$ cat src/rtl/rv_pipe_pkg.sv
// Shared pipeline definitions: fetch FSM encoding, the canonical NOP word and PC helpers.
package rv_pipe_pkg;

    localparam int XLEN = 32;
    localparam logic [XLEN-1:0] NOP_INSTR_WORD = 32'h0000_0013;
    localparam logic [XLEN-1:0] PC_INC = 32'd4;

    typedef enum logic [1:0] {
        ST_IDLE    = 2'd0,
        ST_REQ     = 2'd1,
        ST_WAIT_ID = 2'd2,
        ST_DROP    = 2'd3
    } fetch_state_e;

    // Instructions are word aligned, so the two low address bits carry no information.
    function automatic logic [XLEN-1:0] align_pc(input logic [XLEN-1:0] pc);
        return pc & 32'hFFFF_FFFC;
    endfunction

endpackage

$ cat src/rtl/fetch_if_id_stage_if.sv
// Instruction-memory request/response bus between the fetch stage and instruction memory.
interface fetch_if_id_stage_if;
    import rv_pipe_pkg::*;

    logic            imem_req;
    logic [XLEN-1:0] imem_addr;
    logic            imem_rvalid;
    logic [XLEN-1:0] imem_rdata;

    modport master (
        output imem_req,
        output imem_addr,
        input  imem_rvalid,
        input  imem_rdata
    );

    modport slave (
        input  imem_req,
        input  imem_addr,
        output imem_rvalid,
        output imem_rdata
    );

endinterface

$ cat src/rtl/if_id_reg.sv
// IF/ID pipeline register: load a new instruction, hold on stall, flush to a NOP bubble.
module if_id_reg
    import rv_pipe_pkg::*;
#(
    parameter logic [XLEN-1:0] NOP_INSTR = NOP_INSTR_WORD
) (
    input  logic            clk,
    input  logic            rst,
    input  logic            load_i,
    input  logic            flush_i,
    input  logic [XLEN-1:0] instr_i,
    input  logic [XLEN-1:0] pc_i,
    output logic            valid_o,
    output logic [XLEN-1:0] instr_o,
    output logic [XLEN-1:0] pc_o
);

    logic            valid_d, valid_q;
    logic [XLEN-1:0] instr_d, instr_q;
    logic [XLEN-1:0] pc_d, pc_q;

    // Next-state select: flush wins over load, otherwise hold.
    always_comb begin
        valid_d = valid_q;
        instr_d = instr_q;
        pc_d    = pc_q;
        if (flush_i) begin
            valid_d = 1'b0;
            instr_d = NOP_INSTR;
            pc_d    = 32'h0000_0000;
        end else if (load_i) begin
            valid_d = 1'b1;
            instr_d = instr_i;
            pc_d    = pc_i;
        end else begin
            valid_d = valid_q;
        end
    end

    // Register stage with asynchronous reset to an empty slot.
    always_ff @(posedge clk or posedge rst) begin
        if (rst) begin
            valid_q <= 1'b0;
            instr_q <= NOP_INSTR;
            pc_q    <= 32'h0000_0000;
        end else begin
            valid_q <= valid_d;
            instr_q <= instr_d;
            pc_q    <= pc_d;
        end
    end

    assign valid_o = valid_q;
    assign instr_o = instr_q;
    assign pc_o    = pc_q;

endmodule

$ cat src/rtl/fetch_if_id_stage.sv
// Instruction-fetch stage: owns the PC, runs the imem handshake, and feeds IF/ID with a one-entry skid.
module fetch_if_id_stage
    import rv_pipe_pkg::*;
#(
    parameter logic [XLEN-1:0] RESET_PC  = 32'h0000_0000,
    parameter logic [XLEN-1:0] NOP_INSTR = NOP_INSTR_WORD
) (
    input  logic                        clk,
    input  logic                        rst,
    input  logic                        stall_i,
    input  logic                        redirect_valid,
    input  logic [XLEN-1:0]             redirect_pc,
    fetch_if_id_stage_if.master         imem,
    output logic                        if_id_valid,
    output logic [XLEN-1:0]             if_id_instr,
    output logic [XLEN-1:0]             if_id_pc
);

    fetch_state_e    state_d, state_q;
    logic [XLEN-1:0] pc_d, pc_q;
    logic [XLEN-1:0] addr_d, addr_q;
    logic            req_d, req_q;
    logic            skid_valid_d, skid_valid_q;
    logic [XLEN-1:0] skid_instr_d, skid_instr_q;
    logic [XLEN-1:0] skid_pc_d, skid_pc_q;

    logic            accept_s;
    logic            load_s;
    logic            flush_s;
    logic [XLEN-1:0] load_instr_s;
    logic [XLEN-1:0] load_pc_s;
    logic [XLEN-1:0] target_s;

    assign accept_s = !stall_i || !if_id_valid;
    assign target_s = align_pc(redirect_pc);

    // Fetch FSM next-state, PC, request and skid control; redirect overrides everything.
    always_comb begin
        state_d      = state_q;
        pc_d         = pc_q;
        addr_d       = addr_q;
        req_d        = req_q;
        skid_valid_d = skid_valid_q;
        skid_instr_d = skid_instr_q;
        skid_pc_d    = skid_pc_q;
        load_s       = 1'b0;
        flush_s      = 1'b0;
        load_instr_s = imem.imem_rdata;
        load_pc_s    = pc_q;

        if (redirect_valid) begin
            pc_d         = target_s;
            flush_s      = 1'b1;
            skid_valid_d = 1'b0;
            // An outstanding request must still complete on its old address before refetching.
            if ((state_q == ST_REQ || state_q == ST_DROP) && !imem.imem_rvalid) begin
                state_d = ST_DROP;
                req_d   = 1'b1;
                addr_d  = addr_q;
            end else begin
                state_d = ST_REQ;
                req_d   = 1'b1;
                addr_d  = target_s;
            end
        end else begin
            case (state_q)
                ST_IDLE: begin
                    state_d = ST_REQ;
                    req_d   = 1'b1;
                    addr_d  = pc_q;
                end
                ST_REQ: begin
                    if (imem.imem_rvalid && accept_s) begin
                        load_s  = 1'b1;
                        pc_d    = pc_q + PC_INC;
                        addr_d  = pc_q + PC_INC;
                        req_d   = 1'b1;
                        state_d = ST_REQ;
                    end else if (imem.imem_rvalid) begin
                        skid_valid_d = 1'b1;
                        skid_instr_d = imem.imem_rdata;
                        skid_pc_d    = pc_q;
                        pc_d         = pc_q + PC_INC;
                        addr_d       = pc_q + PC_INC;
                        req_d        = 1'b0;
                        state_d      = ST_WAIT_ID;
                    end else begin
                        state_d = ST_REQ;
                    end
                end
                ST_WAIT_ID: begin
                    if (!stall_i) begin
                        load_s       = 1'b1;
                        load_instr_s = skid_instr_q;
                        load_pc_s    = skid_pc_q;
                        skid_valid_d = 1'b0;
                        req_d        = 1'b1;
                        addr_d       = pc_q;
                        state_d      = ST_REQ;
                    end else begin
                        state_d = ST_WAIT_ID;
                    end
                end
                ST_DROP: begin
                    if (imem.imem_rvalid) begin
                        req_d   = 1'b1;
                        addr_d  = pc_q;
                        state_d = ST_REQ;
                    end else begin
                        state_d = ST_DROP;
                    end
                end
                default: begin
                    state_d      = ST_IDLE;
                    req_d        = 1'b0;
                    skid_valid_d = 1'b0;
                end
            endcase
        end
    end

    // FSM, PC, registered request outputs and skid storage.
    always_ff @(posedge clk or posedge rst) begin
        if (rst) begin
            state_q      <= ST_IDLE;
            pc_q         <= RESET_PC;
            addr_q       <= RESET_PC;
            req_q        <= 1'b0;
            skid_valid_q <= 1'b0;
            skid_instr_q <= NOP_INSTR;
            skid_pc_q    <= 32'h0000_0000;
        end else begin
            state_q      <= state_d;
            pc_q         <= pc_d;
            addr_q       <= addr_d;
            req_q        <= req_d;
            skid_valid_q <= skid_valid_d;
            skid_instr_q <= skid_instr_d;
            skid_pc_q    <= skid_pc_d;
        end
    end

    assign imem.imem_req  = req_q;
    assign imem.imem_addr = addr_q;

    if_id_reg #(
        .NOP_INSTR (NOP_INSTR)
    ) u_if_id_reg (
        .clk     (clk),
        .rst     (rst),
        .load_i  (load_s),
        .flush_i (flush_s),
        .instr_i (load_instr_s),
        .pc_i    (load_pc_s),
        .valid_o (if_id_valid),
        .instr_o (if_id_instr),
        .pc_o    (if_id_pc)
    );

endmodule

$ cat src/flat_wrapper.sv
// flat-port wrapper written by rule: the top's interface ports become plain ports
module fetch_if_id_stage_flat import rv_pipe_pkg::*;
#(
    parameter logic [XLEN-1:0] RESET_PC  = 32'h0000_0000,
    parameter logic [XLEN-1:0] NOP_INSTR = NOP_INSTR_WORD
)
  (clk, rst, stall_i, redirect_valid, redirect_pc, if_id_valid, if_id_instr, if_id_pc, imem_imem_req, imem_imem_addr, imem_imem_rvalid, imem_imem_rdata);
  fetch_if_id_stage_if imem_i ();
  input  logic clk;
  input  logic rst;
  input  logic stall_i;
  input  logic redirect_valid;
  input  logic [XLEN-1:0] redirect_pc;
  output logic if_id_valid;
  output logic [XLEN-1:0] if_id_instr;
  output logic [XLEN-1:0] if_id_pc;
  output wire logic [$bits(imem_i.imem_req)-1:0] imem_imem_req;
  output wire logic [$bits(imem_i.imem_addr)-1:0] imem_imem_addr;
  input wire logic [$bits(imem_i.imem_rvalid)-1:0] imem_imem_rvalid;
  input wire logic [$bits(imem_i.imem_rdata)-1:0] imem_imem_rdata;
  assign imem_imem_req = imem_i.imem_req;
  assign imem_imem_addr = imem_i.imem_addr;
  assign imem_i.imem_rvalid = imem_imem_rvalid;
  assign imem_i.imem_rdata = imem_imem_rdata;
  fetch_if_id_stage #(.RESET_PC(RESET_PC), .NOP_INSTR(NOP_INSTR)) u_core (.clk(clk), .rst(rst), .stall_i(stall_i), .redirect_valid(redirect_valid), .redirect_pc(redirect_pc), .imem(imem_i), .if_id_valid(if_id_valid), .if_id_instr(if_id_instr), .if_id_pc(if_id_pc));
endmodule
$ cat config.mk
export PLATFORM = sky130hd
export DESIGN_NAME = fetch_if_id_stage_flat
export DESIGN_NICKNAME = d
export VERILOG_FILES = /design/src/rtl/rv_pipe_pkg.sv /design/src/rtl/fetch_if_id_stage_if.sv /design/src/rtl/if_id_reg.sv /design/src/rtl/fetch_if_id_stage.sv /design/src/flat_wrapper.sv
export SDC_FILE = /design/constraint.sdc
export NUM_CORES = 1
export LEC_CHECK = 0
export CORE_MARGIN = 8
export CORE_UTILIZATION = 45
export CTS_BUF_LIST = sky130_fd_sc_hd__clkbuf_2
export DETAILED_ROUTE_END_ITERATION = 8
export GPL_ROUTABILITY_DRIVEN = 0
export PLACE_DENSITY = 0.81
export SETUP_SLACK_MARGIN = 0.4
export SYNTH_ARGS = -nofsm -noshare
export SYNTH_HDL_FRONTEND = slang
export SYNTH_SLANG_ARGS = --single-unit
$ cat constraint.sdc
create_clock -name clk -period 8.4 [get_ports clk]
set_clock_uncertainty 0.1 [all_clocks]
set_input_delay 1.68 -clock clk [delete_from_list [all_inputs] [get_ports clk]]
set_output_delay 1.68 -clock clk [all_outputs]
set_load 0.05 [all_outputs]
==> results.yml <==
yosys:
  syn_nets: 959
  synth_top_area_cell: "dfrtp_1"
  ys_ff_latch: 190
  ys_async_sr_fraction_pct: 100.0
  synthCells: 885
  synth_edf_count: 0
  ys_types: 55
  ys.flop_type: "dfrtp_1"
  synth_top_cell_area_share_pct: 48.91
  synth_warnings: 0
  synth.avg_cell_area_um2: 10.64
  synth_area_leaders: "dfrtp_1, mux2_2, mux2i_1"
  netlist_area_um2: 9414
  yosysSeqAreaShare_pct: 50.58
global_route:
  grt_pass1_vias: 7393
  overflow: 0
  grtUsageTotal_pct: 19.12
  antenna_found_initial: 2
  grt_pass1_wl_mm: 39.96
  grt_max_degree: 120
place:
  io_buffers: 164
  place_area_um2: 11130
  place_hpwl_mm: 16.12
  dp_cells: 1247
drt:
  wl_mm: 24.46
  drc: 0
  drtIter0Drc: 587
  viasPerCell: 5.616
  num_vias: 7189
  dr.pass1.iters: 5
  drt-wirelength-per-cell_um: 19.11
  ant_nets: 0
sta:
  hold_viol: 0
  setup_tns_ns: 0
  setup_viol: 0
  rsz0062_at_grt: "false"
  period_share_pct: 48.80
  fmax_mhz: 244.0
  max-slew-margin-rel_pct: 17.66
  worst_slew_pin_slew_ns: 1.224
  whs_ns: 0.4110
  period_needed_ns: 4.099
  maxSlewViolCount: 0
critical_path:
  cp.required_ns: 8.99
  worstPathArrival_ns: 4.69
  cp-end-kind: "register"
  critPathLaunchType: "input pin"
  crit_fanout: 68
  setup.worst_path.class: "in2reg"
floorplan:
  rows: 53
  core_area_um2: 20760
  start_util_pct: 45.36
  die_height_um: 160.6
  ioPinCount: 167
  chipWidth_um: 160.6
  die_area_um2: 25800
pwr:
  p_comb_share_pct: 47.3
  power_density_nw_per_um2: 318.5
  clockPowerShare_pct: 13.2
  p_sw_share_pct: 45.17
  seq_power_share_pct: 39.5
  power_w: 0.003625
  ir_worst_vdd_v: 0.0001708
  internal_power_w: 0.001988
  leakage_nw: 4.998
  power.switching_w: 0.001637
clock_network:
  path_clk_slew_ns: 0.27
  post_cts_resized: 0
  cts_setup_buffers: 0
  cts.sinks: 190
  cts_tree: "yes"
  cts_max_path_buffers: 2
  htreeDepth: 4
  cts_made_buffers: 17
  root_buffer: "clkbuf_2"
  hold_buffers: 0
  clkLatencyLatePin_ns: 0.77
cells_and_area:
  nFillCells: 1864
  final_cell_mix: "dfrtp_1, clkdlybuf4s50_1, nor2_1"
  final_common_cell: "dfrtp_1"
  drive_above_1_share_pct: 13.75
  area_growth_pct: 20.88
  design_area_um2: 11380
  fin_cells: 1280
  nets: 1065
flow_run:
  cap_violations: 0
run_status:
  status: "completed"
hold_path:
  hold_class: "reg2reg"
[synth_stat cells, types with 6 or more instances]
cell type  number
a21oi_1        22
nor4_1          7
o211ai_1        6
buf_2          22
inv_1          11
xor2_1         16
and3_1         10
a211oi_1       61
nor2_1         97
dfrtp_1       184
nand3_1        12
nand4_1        18
mux2i_1        63
o21ai_0        42
or3_1           9
mux2_2         75
dfstp_2         6
nor3_1         13
clkbuf_1       56
nand2_1        52
xnor2_1        32
[final timing paths]
| check | slack (ns) | from | end | cells after the start |
|---|---|---|---|---|
| max in group asynchronous | 5.34 | rst | u_core.imem.imem_addr[2] | 3 |
| min in group asynchronous | 1.29 | rst | u_core.skid_instr_q[19] | 2 |
| min reg2reg | 0.41 | u_core.imem.imem_addr[5] | u_core.imem.imem_addr[5] | 2 |
| max | 4.30 | imem_imem_rvalid | u_core.u_if_id_reg.pc_o[13] | 7 |
| min | 0.41 | u_core.imem.imem_addr[5] | u_core.imem.imem_addr[5] | 2 |
| max reg2reg | 4.99 | u_core.state_q[1] | u_core.u_if_id_reg.pc_o[13] | 9 |
[cells by family (layout without fill, tap and decap cells)]
logic type / Yosys count / in the layout / share of synthesized area (%)
AOI/OAI and AO/OA: 166 / 166 / 11.63
xor gates and xnor gates: 48 / 48 / 4.466
adders and majority gates: 5 / 5 / 0.6645
buffers and inverters: 98 / 217 / 4.373
DFF: 190 / 190 / 50.58
muxes: 139 / 139 / 15.83
other: 0 / 1 / 0
and+or+nand+nor: 239 / 239 / 12.45
[stage by stage]
stage | worst slack, ns | utilization (%)
3_5_place_dp | 3.557 | 53.62
2_1_floorplan | 1.459 | -
5_1_grt | 4.099 | 54.83
4_1_cts | 4.357 | 54.81
3_3_place_gp | 3.638 | 53.62
6_report | 4.301 | 54.83
[flip-flops by register name, summed over array words and instances, names as in the netlist]
register,cells
u_core.imem.imem_addr,31
u_core.imem.imem_req,1
u_core.pc_q,30
u_core.skid_instr_q,32
u_core.skid_pc_q,30
u_core.state_q,2
u_core.u_if_id_reg.instr_o,32
u_core.u_if_id_reg.pc_o,31
u_core.u_if_id_reg.valid_o,1
[layout make-up]
class | count | area [µm²] | share of cell area [%]
Inverter | 12 | 52.55 | 0.4618
Clock inverter | 15 | 162.7 | 1.429
Sequential cell | 190 | 4762 | 41.85
Multi-Input combinational cell | 597 | 4264 | 37.47
Timing Repair Buffer | 173 | 1707 | 15.00
Tap cell | 275 | 344.1 | 3.024
Antenna cell | 1 | 2.502 | 0.02199
Clock buffer | 17 | 85.08 | 0.7477
[critical path, cell delays in order]
cell	delay, ns
clkdlybuf4s50_1	0.72
nand2_1	0.38
o22ai_1	0.31
and2_4	0.53
buf_4	0.65
nor2_1	0.09
a211oi_1	0.26
[power by group through the flow]
| stage | clock network (W) | registers [W] | logic (W) |
|---|---|---|---|
| floorplan | 0 | 0.00197 | 0.000633 |
| global placement | 0 | 0.00143 | 0.00169 |
| detailed placement | 0 | 0.00145 | 0.00173 |
| CTS | 0.000495 | 0.00143 | 0.00173 |
| global route | 0.000523 | 0.00148 | 0.00183 |
| finish | 0.000479 | 0.00143 | 0.00171 |
[per-layer routing]
| layer | global-route usage [%] | routed length (µm) | vias up |
|---|---|---|---|
| met4 | 6.075 | 499 | 2 |
| met1 | 23.77 | 10360 | 3574 |
| li1 | - | - | 3355 |
| met5 | 0 | 9 | - |
| met2 | 31.26 | 11720 | 226 |
| met3 | 5.912 | 1874 | 32 |
Power figures use the tool's default switching activity.
